==> src/rtl/operand_isolation_ctrl.sv <==
// -----------------------------------------------------------------------------
// operand_isolation_ctrl
//
// Sequences a downstream operand-isolated adder. Operand pairs are registered
// onto iso_a/iso_b and held there between operations, so the adder inputs only
// move when a new pair is accepted. The adder is enabled for exactly one cycle
// (ISSUE), its sum is captured and held (HOLD) until the consumer takes it.
// After IDLE_CYCLES idle cycles the block drops into SLEEP. Leaving SLEEP
// costs one cycle: the waking request is not accepted there.
//
// Ports
//   clk          single clock, rising edge
//   rst          synchronous, active-high reset
//   in_valid     upstream operand pair valid
//   in_ready     block can accept an operand pair (0 while rst=1)
//   in_a, in_b   upstream operands
//   iso_enable   enable for the downstream adder, high only in ISSUE
//   iso_a, iso_b registered operands driven to the adder
//   iso_sum      sum returned combinationally by the adder
//   out_valid    result valid
//   out_ready    consumer accepts the result
//   out_sum      captured result
//   sleep        block is in SLEEP
//   issue_count  number of issued operations, saturating at 0xFFFF
//
// Build option
//   OPISO_ISSUE_COUNT_EN  when defined, issue_count is a live saturating
//                         counter; otherwise it is tied to zero and no
//                         counter logic is built.
//
// State table
//   state    | meaning
//   ---------+-----------------------------------------------------------
//   ST_IDLE  | ready for operands, counting idle cycles toward SLEEP
//   ST_ISSUE | adder enabled for one cycle, sum captured at its end
//   ST_HOLD  | result presented, waiting for out_ready
//   ST_SLEEP | low-activity state, in_valid wakes to IDLE
// -----------------------------------------------------------------------------
module operand_isolation_ctrl #(
   parameter int WIDTH       = 8,
   parameter int IDLE_CYCLES = 4
) (
   input  logic             clk,
   input  logic             rst,
   input  logic             in_valid,
   output logic             in_ready,
   input  logic [WIDTH-1:0] in_a,
   input  logic [WIDTH-1:0] in_b,
   output logic             iso_enable,
   output logic [WIDTH-1:0] iso_a,
   output logic [WIDTH-1:0] iso_b,
   input  logic [WIDTH-1:0] iso_sum,
   output logic             out_valid,
   input  logic             out_ready,
   output logic [WIDTH-1:0] out_sum,
   output logic             sleep,
   output logic [15:0]      issue_count
);

   typedef enum logic [1:0] {
      ST_IDLE  = 2'd0,
      ST_ISSUE = 2'd1,
      ST_HOLD  = 2'd2,
      ST_SLEEP = 2'd3
   } state_t;

   localparam logic [7:0] IDLE_LIMIT = 8'(IDLE_CYCLES);

   state_t     state, state_nxt;
   logic [7:0] idle_cnt, idle_cnt_nxt;
   logic       accept;

   always_comb begin
      state_nxt    = state;
      idle_cnt_nxt = idle_cnt;
      in_ready     = 1'b0;
      accept       = 1'b0;
      iso_enable   = 1'b0;
      out_valid    = 1'b0;
      sleep        = 1'b0;
      case (state)
         ST_IDLE: begin
            in_ready = 1'b1;
            if (in_valid) begin
               accept       = 1'b1;
               idle_cnt_nxt = '0;
               state_nxt    = ST_ISSUE;
            end else if (idle_cnt + 8'd1 == IDLE_LIMIT) begin
               idle_cnt_nxt = '0;
               state_nxt    = ST_SLEEP;
            end else begin
               idle_cnt_nxt = idle_cnt + 8'd1;
            end
         end
         ST_ISSUE: begin
            iso_enable = 1'b1;
            state_nxt  = ST_HOLD;
         end
         ST_HOLD: begin
            out_valid = 1'b1;
            // Consumer taking the result frees the operand slot in the same
            // cycle, which gives back-to-back issue without an IDLE bubble.
            if (out_ready) begin
               in_ready = 1'b1;
               if (in_valid) begin
                  accept       = 1'b1;
                  idle_cnt_nxt = '0;
                  state_nxt    = ST_ISSUE;
               end else begin
                  state_nxt = ST_IDLE;
               end
            end
         end
         ST_SLEEP: begin
            sleep = 1'b1;
            if (in_valid) begin
               idle_cnt_nxt = '0;
               state_nxt    = ST_IDLE;
            end
         end
         default: state_nxt = ST_IDLE;
      endcase
      if (rst) begin
         in_ready = 1'b0;
         accept   = 1'b0;
      end
   end

   always_ff @(posedge clk) begin
      if (rst) begin
         state    <= ST_IDLE;
         idle_cnt <= '0;
         iso_a    <= '0;
         iso_b    <= '0;
         out_sum  <= '0;
      end else begin
         state    <= state_nxt;
         idle_cnt <= idle_cnt_nxt;
         if (accept) begin
            iso_a <= in_a;
            iso_b <= in_b;
         end
         if (state == ST_ISSUE) begin
            out_sum <= iso_sum;
         end
      end
   end

`ifdef OPISO_ISSUE_COUNT_EN
   logic [15:0] issue_cnt_q;

   always_ff @(posedge clk) begin
      if (rst) begin
         issue_cnt_q <= '0;
      end else if (state == ST_ISSUE && issue_cnt_q != 16'hFFFF) begin
         issue_cnt_q <= issue_cnt_q + 16'd1;
      end
   end

   assign issue_count = issue_cnt_q;
`else
   assign issue_count = '0;
`endif

endmodule

==> config.mk <==
export PLATFORM = sky130hd
export DESIGN_NAME = operand_isolation_ctrl
export DESIGN_NICKNAME = d
export VERILOG_FILES = /design/src/rtl/operand_isolation_ctrl.sv
export SDC_FILE = /design/constraint.sdc
export NUM_CORES = 1
export LEC_CHECK = 0
export BUFFER_PORTS_ARGS = -buffer_cell sky130_fd_sc_hd__buf_2
export CAP_MARGIN = 20
export CORE_ASPECT_RATIO = 0.6
export CORE_MARGIN = 5
export CORE_UTILIZATION = 46
export CTS_BUF_LIST = sky130_fd_sc_hd__clkbuf_4 sky130_fd_sc_hd__clkbuf_8 sky130_fd_sc_hd__clkbuf_16
export DETAILED_ROUTE_END_ITERATION = 12
export GPL_TIMING_DRIVEN = 0
export PLACE_DENSITY = 0.78
export SYNTH_ARGS = -nofsm -noshare
export SYNTH_HDL_FRONTEND = slang
export SYNTH_SLANG_ARGS = --single-unit
==> constraint.sdc <==
create_clock -name clk -period 1.8 [get_ports clk]
set_input_delay 0.36 -clock clk [delete_from_list [all_inputs] [get_ports clk]]
set_output_delay 0.36 -clock clk [all_outputs]
set_load 0.005 [all_outputs]
# Word level (Yosys, flattened, before mapping)

Cells that the tools add are included.
W data, S select, Z words.

$add $sub $neg: 1
Multipliers: 0
Divide/modulo/power cells: 0
$lt $le $gt $ge: 0
Equality and inequality tests: 7
Shift operators: 0
Muxes and demuxes: 21
Bitwise gates (word level): 0
Reduce and logical (&&, ||, !) cells: 4

Operators with widths:

| operator              | number |
|---|---|
| $mux W8               | 4 |
| $pmux W8 S3           | 1 |
| $mux W1               | 9 |
| $add A8 B1 Y8 const B | 1 |
| $eq A8 B3 Y1 const B  | 1 |
| $mux W2               | 4 |
| $pmux W2 S4           | 1 |
| $eq A2 B2 Y1 const B  | 2 |
| $ne A2 B2 Y1 const B  | 2 |
| $pmux W1 S2           | 2 |
| $ne A3 B3 Y1 const B  | 1 |
| $reduce_and A3 Y1     | 1 |
| $reduce_bool A3 Y1    | 1 |
| $eq A2 B1 Y1 const B  | 1 |
| $logic_not A2 Y1      | 1 |
| $reduce_and A2 Y1     | 1 |

Flip-flop bits (word level): 34
Latch bits: 0
RAM bits: 0
ROM bits: 0
Input port bits: 28
Memories kept: 0

# Logic depth before layout (Yosys ltp)

Depth in word-level cells: 5
Depth in mapped cells: 6
Depth with buffers taken out: 4

# Worst setup path after synthesis

Ideal clock, no wire load.

Path kind: in2reg
Start: in rst
End: reg iso_a[0]
Library setup time: 121 ps
Data arrival time: 1481 ps
Required time: 1679 ps
Setup slack: 198 ps
Stages: 5
Cell sequence: clkbuf_1 > nand4bb_1 > buf_2 > buf_2 > mux2_2

Cells in the longest elaborated chain, start to end: 1

Ends and longest elaborated chain:

| what                   | line | source |
|---|---|---|
| start: declaration     | 44   | `input logic rst,` |
| $mux W1                | 123  | `if (rst) begin` |
| end signal: assignment | 140  | `iso_a <= in_a;` |
| end: declaration       | 50   | `output logic [WIDTH-1:0] iso_a,` |

Parallel ways exist; a longest one is shown, timed or not.
A chain may end at the register's enable or synchronous reset.

# Worst setup path after layout

Start: reg state[0]
End: out iso_enable

Cells in the longest elaborated chain, start to end: 2

Ends and longest elaborated chain:

| what                     | line | source |
|---|---|---|
| start: declaration       | 69   | `state_t state, state_nxt;` |
| start signal: assignment | 137  | `state <= state_nxt;` |
| $eq A2 B1 Y1             | 81   | `case (state)` |
| $mux W1                  | 81   |  |
| end: declaration         | 49   | `output logic iso_enable,` |

Every way passes these cells.

==> run metrics <==
status finished, final reports clean; crit path max-delay cell type dfxtp_1; H-Tree Depth 2; Vias/cell 4.72; layout cells sized above 1 0.430; main combinational cell family by area after synthesis simple AND/OR/NAND/NOR gates; Final ANT Viol Nets 0; Post-CTS Setup Inserts 0; most common cell after layout, fill and taps aside buf_2; P_leak 0.000986 uW; Layout Nets 277; critical path class reg2out; max-cap violation count 0; compound-cell area share of the yosys netlist 0.102; cell taking the most area after synthesis dfxtp_1; Slew Limit Fails 0; Syn. warnings 0; via count 1388; Yosys cell types 38; commonest cells after routing, fill and taps aside 56 x buf_2, 33 x dfxtp_1, 20 x nand2_1; mux contribution to synthesized area 0.119; Initial Utilization 0.486; DRT Pass-1 Iters 4; skew final 0.00450 ns; fin crit period 1.67 ns; Die Area 4830 sq um; largest net degree at the start of global routing 11; drt total wl 3550 microns; max_slew headroom 0.610; largest cells by area after synthesis dfxtp_1 42%, mux2_2 12%, buf_4 7.4%; pre-CTS setup slack -0.0173 ns; clk buf depth 2; Critical Path, Cell by Cell buf_6 -> or2b_4 -> clkinv_2 -> buf_2; CTS buffer count 5; Setup TNS 0 ns; gr ovfl total 0; Hold WC Path Type in2reg; Fin Hold WS 0.303 ns; worst skew pair latency 0.28 ns; Synth top area share 0.422; final setup fails 0; endpoint class of the critical path primary output; Core Region 3320 sq um; Worst Path Buf+Inv 3; post-layout instance area 2120 sq um; gr usage total 0.149; diodes inserted 0; area grow syn2layout 31.2%; maximum VDD drop 0.522 mV; drt wl/cell 12.1 microns; I/O pins 72; Core Rows 16; CP top delay family buffers and inverters; Post-Syn Area 1610 sq um; Fin. Hold Viols 0; IO Port Bufs 54; Post-CTS Hold Fix Bufs 0; clk root buf clkbuf_8; Most used DFF post-synth dfxtp_1; Final Cycle Share 0.928; antenna violations before repair 0; DP HPWL 2780 microns; CTS clock-pin slew for the worst setup and hold paths 0.06 ns; DRT iter0 DRCs 69; Synth Register Bits 34; syn_area_per_cell 9.33 sq um; Syn Inst Count 173; PD cells 845 nW/um^2; Max Fanout on Critical Path 10; Crit path required time 1.44 ns; crit path DAT 1.31 ns; fill count 306; placed inst area 2000 sq um; fmax 0.598 GHz; RSZ-0062 raised after global routing false; Final Wtd Congestion 0.780; first-pass GRT wire length 5750 microns; CTS tree done; Final WS setup 0.129 ns; DRC 0; clock sinks 34; Die W 86.5 microns; simple-gate share of the synthesized area 0.241; Async SR Flop Fraction 0; die height 55.9 microns; Adder-Cell Fraction of Synth Area 0.00775; Worst Setup Start Kind flop; XOR/XNOR Fraction of Synth Area 0; CP max stage delay 0.33 ns; number of synthesized flops with an enable pin 0; vias in the first global route 1283; Least-Margin Pin Slew 0.583 ns; sequential area share after synthesis 0.422; Final Util 0.637
[layer usage]
metal	GRT usage	part of all wire	vias to the layer above
met4	0.0400	0.0082	0
met3	0.0799	0.11	4
li1	-	-	717
met1	0.186	0.44	613
met5	0	0	-
met2	0.222	0.44	54
[flip-flops by register name (all words and copies together), names as in the netlist]
| register | cells |
|---|---|
| state | 2 |
| iso_b | 8 |
| idle_cnt | 8 |
| iso_a | 8 |
| out_sum | 8 |
[logic make-up after synthesis]
group,Yosys count
fa+ha+maj,1
compound gates,25
other cells,1
simple gates,68
flops,34
buf+inv,27
mux,17
[power by group]
group	switching, uW	internal (uW)
registers	26.4	799
clock network	252	444
logic	120	147
total	399	1390
[area by class of cell]
class,instances,area [sq um],area share
Buffer,24,160,0.0756
Inverter,2,8.76,0.00413
Clock buffer,7,83.8,0.0396
Clock inverter,1,30.0,0.0142
Tap cell,45,56.3,0.0266
Timing Repair Buffer,54,270,0.128
Sequential cell,34,682,0.322
Multi-Input combinational cell,127,827,0.390
[timing repair]
action / CTS / global route
pin swaps: 0 / 0
endpoints found under the setup margin: 1 / 2
gates cloned: 0 / 0
resized for setup: 2 / 2
[metrics by stage]
| step | power (uW) | instances |
|---|---|---|
| global placement | 1100 | 287 |
| finish | 1790 | 294 |
| CTS | 1810 | 294 |
| floorplan | 1000 | 188 |
| detailed placement | 1110 | 287 |
| global route | 1890 | 294 |
[path summary, 6_finish.rpt]
kind / start / to / slack, ns / cells past startpoint
hold / removal: in_a[5] / iso_a[5]$_SDFFE_PP0P_ / 0.30 / 2
setup / recovery: state[0]$_SDFFE_PP0P_ / iso_enable / 0.13 / 4
setup reg to reg: idle_cnt[0]$_SDFFE_PP0P_ / state[1]$_SDFFE_PP0P_ / 0.15 / 4
hold reg to reg: out_sum[7]$_SDFFE_PP0P_ / out_sum[7]$_SDFFE_PP0P_ / 0.45 / 2
[worst reg2reg max path: cells and delay by family (launching register included)]
kind	cells	cell delay (ns)
AND/OR/NAND/NOR	2	0.64
flip-flops	1	0.43
adder cells (fa/ha/maj)	1	0.25
AO/OA/AOI/OAI	1	0.23
[Yosys cell counts, drive strengths merged, types with 2 or more instances]
library cell / instances
a21oi: 9
clkbuf: 4
nor4b: 2
nand2: 20
and2b: 2
buf: 21
a221oi: 2
nor2: 3
nand3: 6
mux2: 17
nor3: 2
nand2b: 3
nand3b: 3
dfxtp: 34
a31oi: 4
o211ai: 4
nor2b: 17
or4: 3
Power figures use the tool's default switching activity.
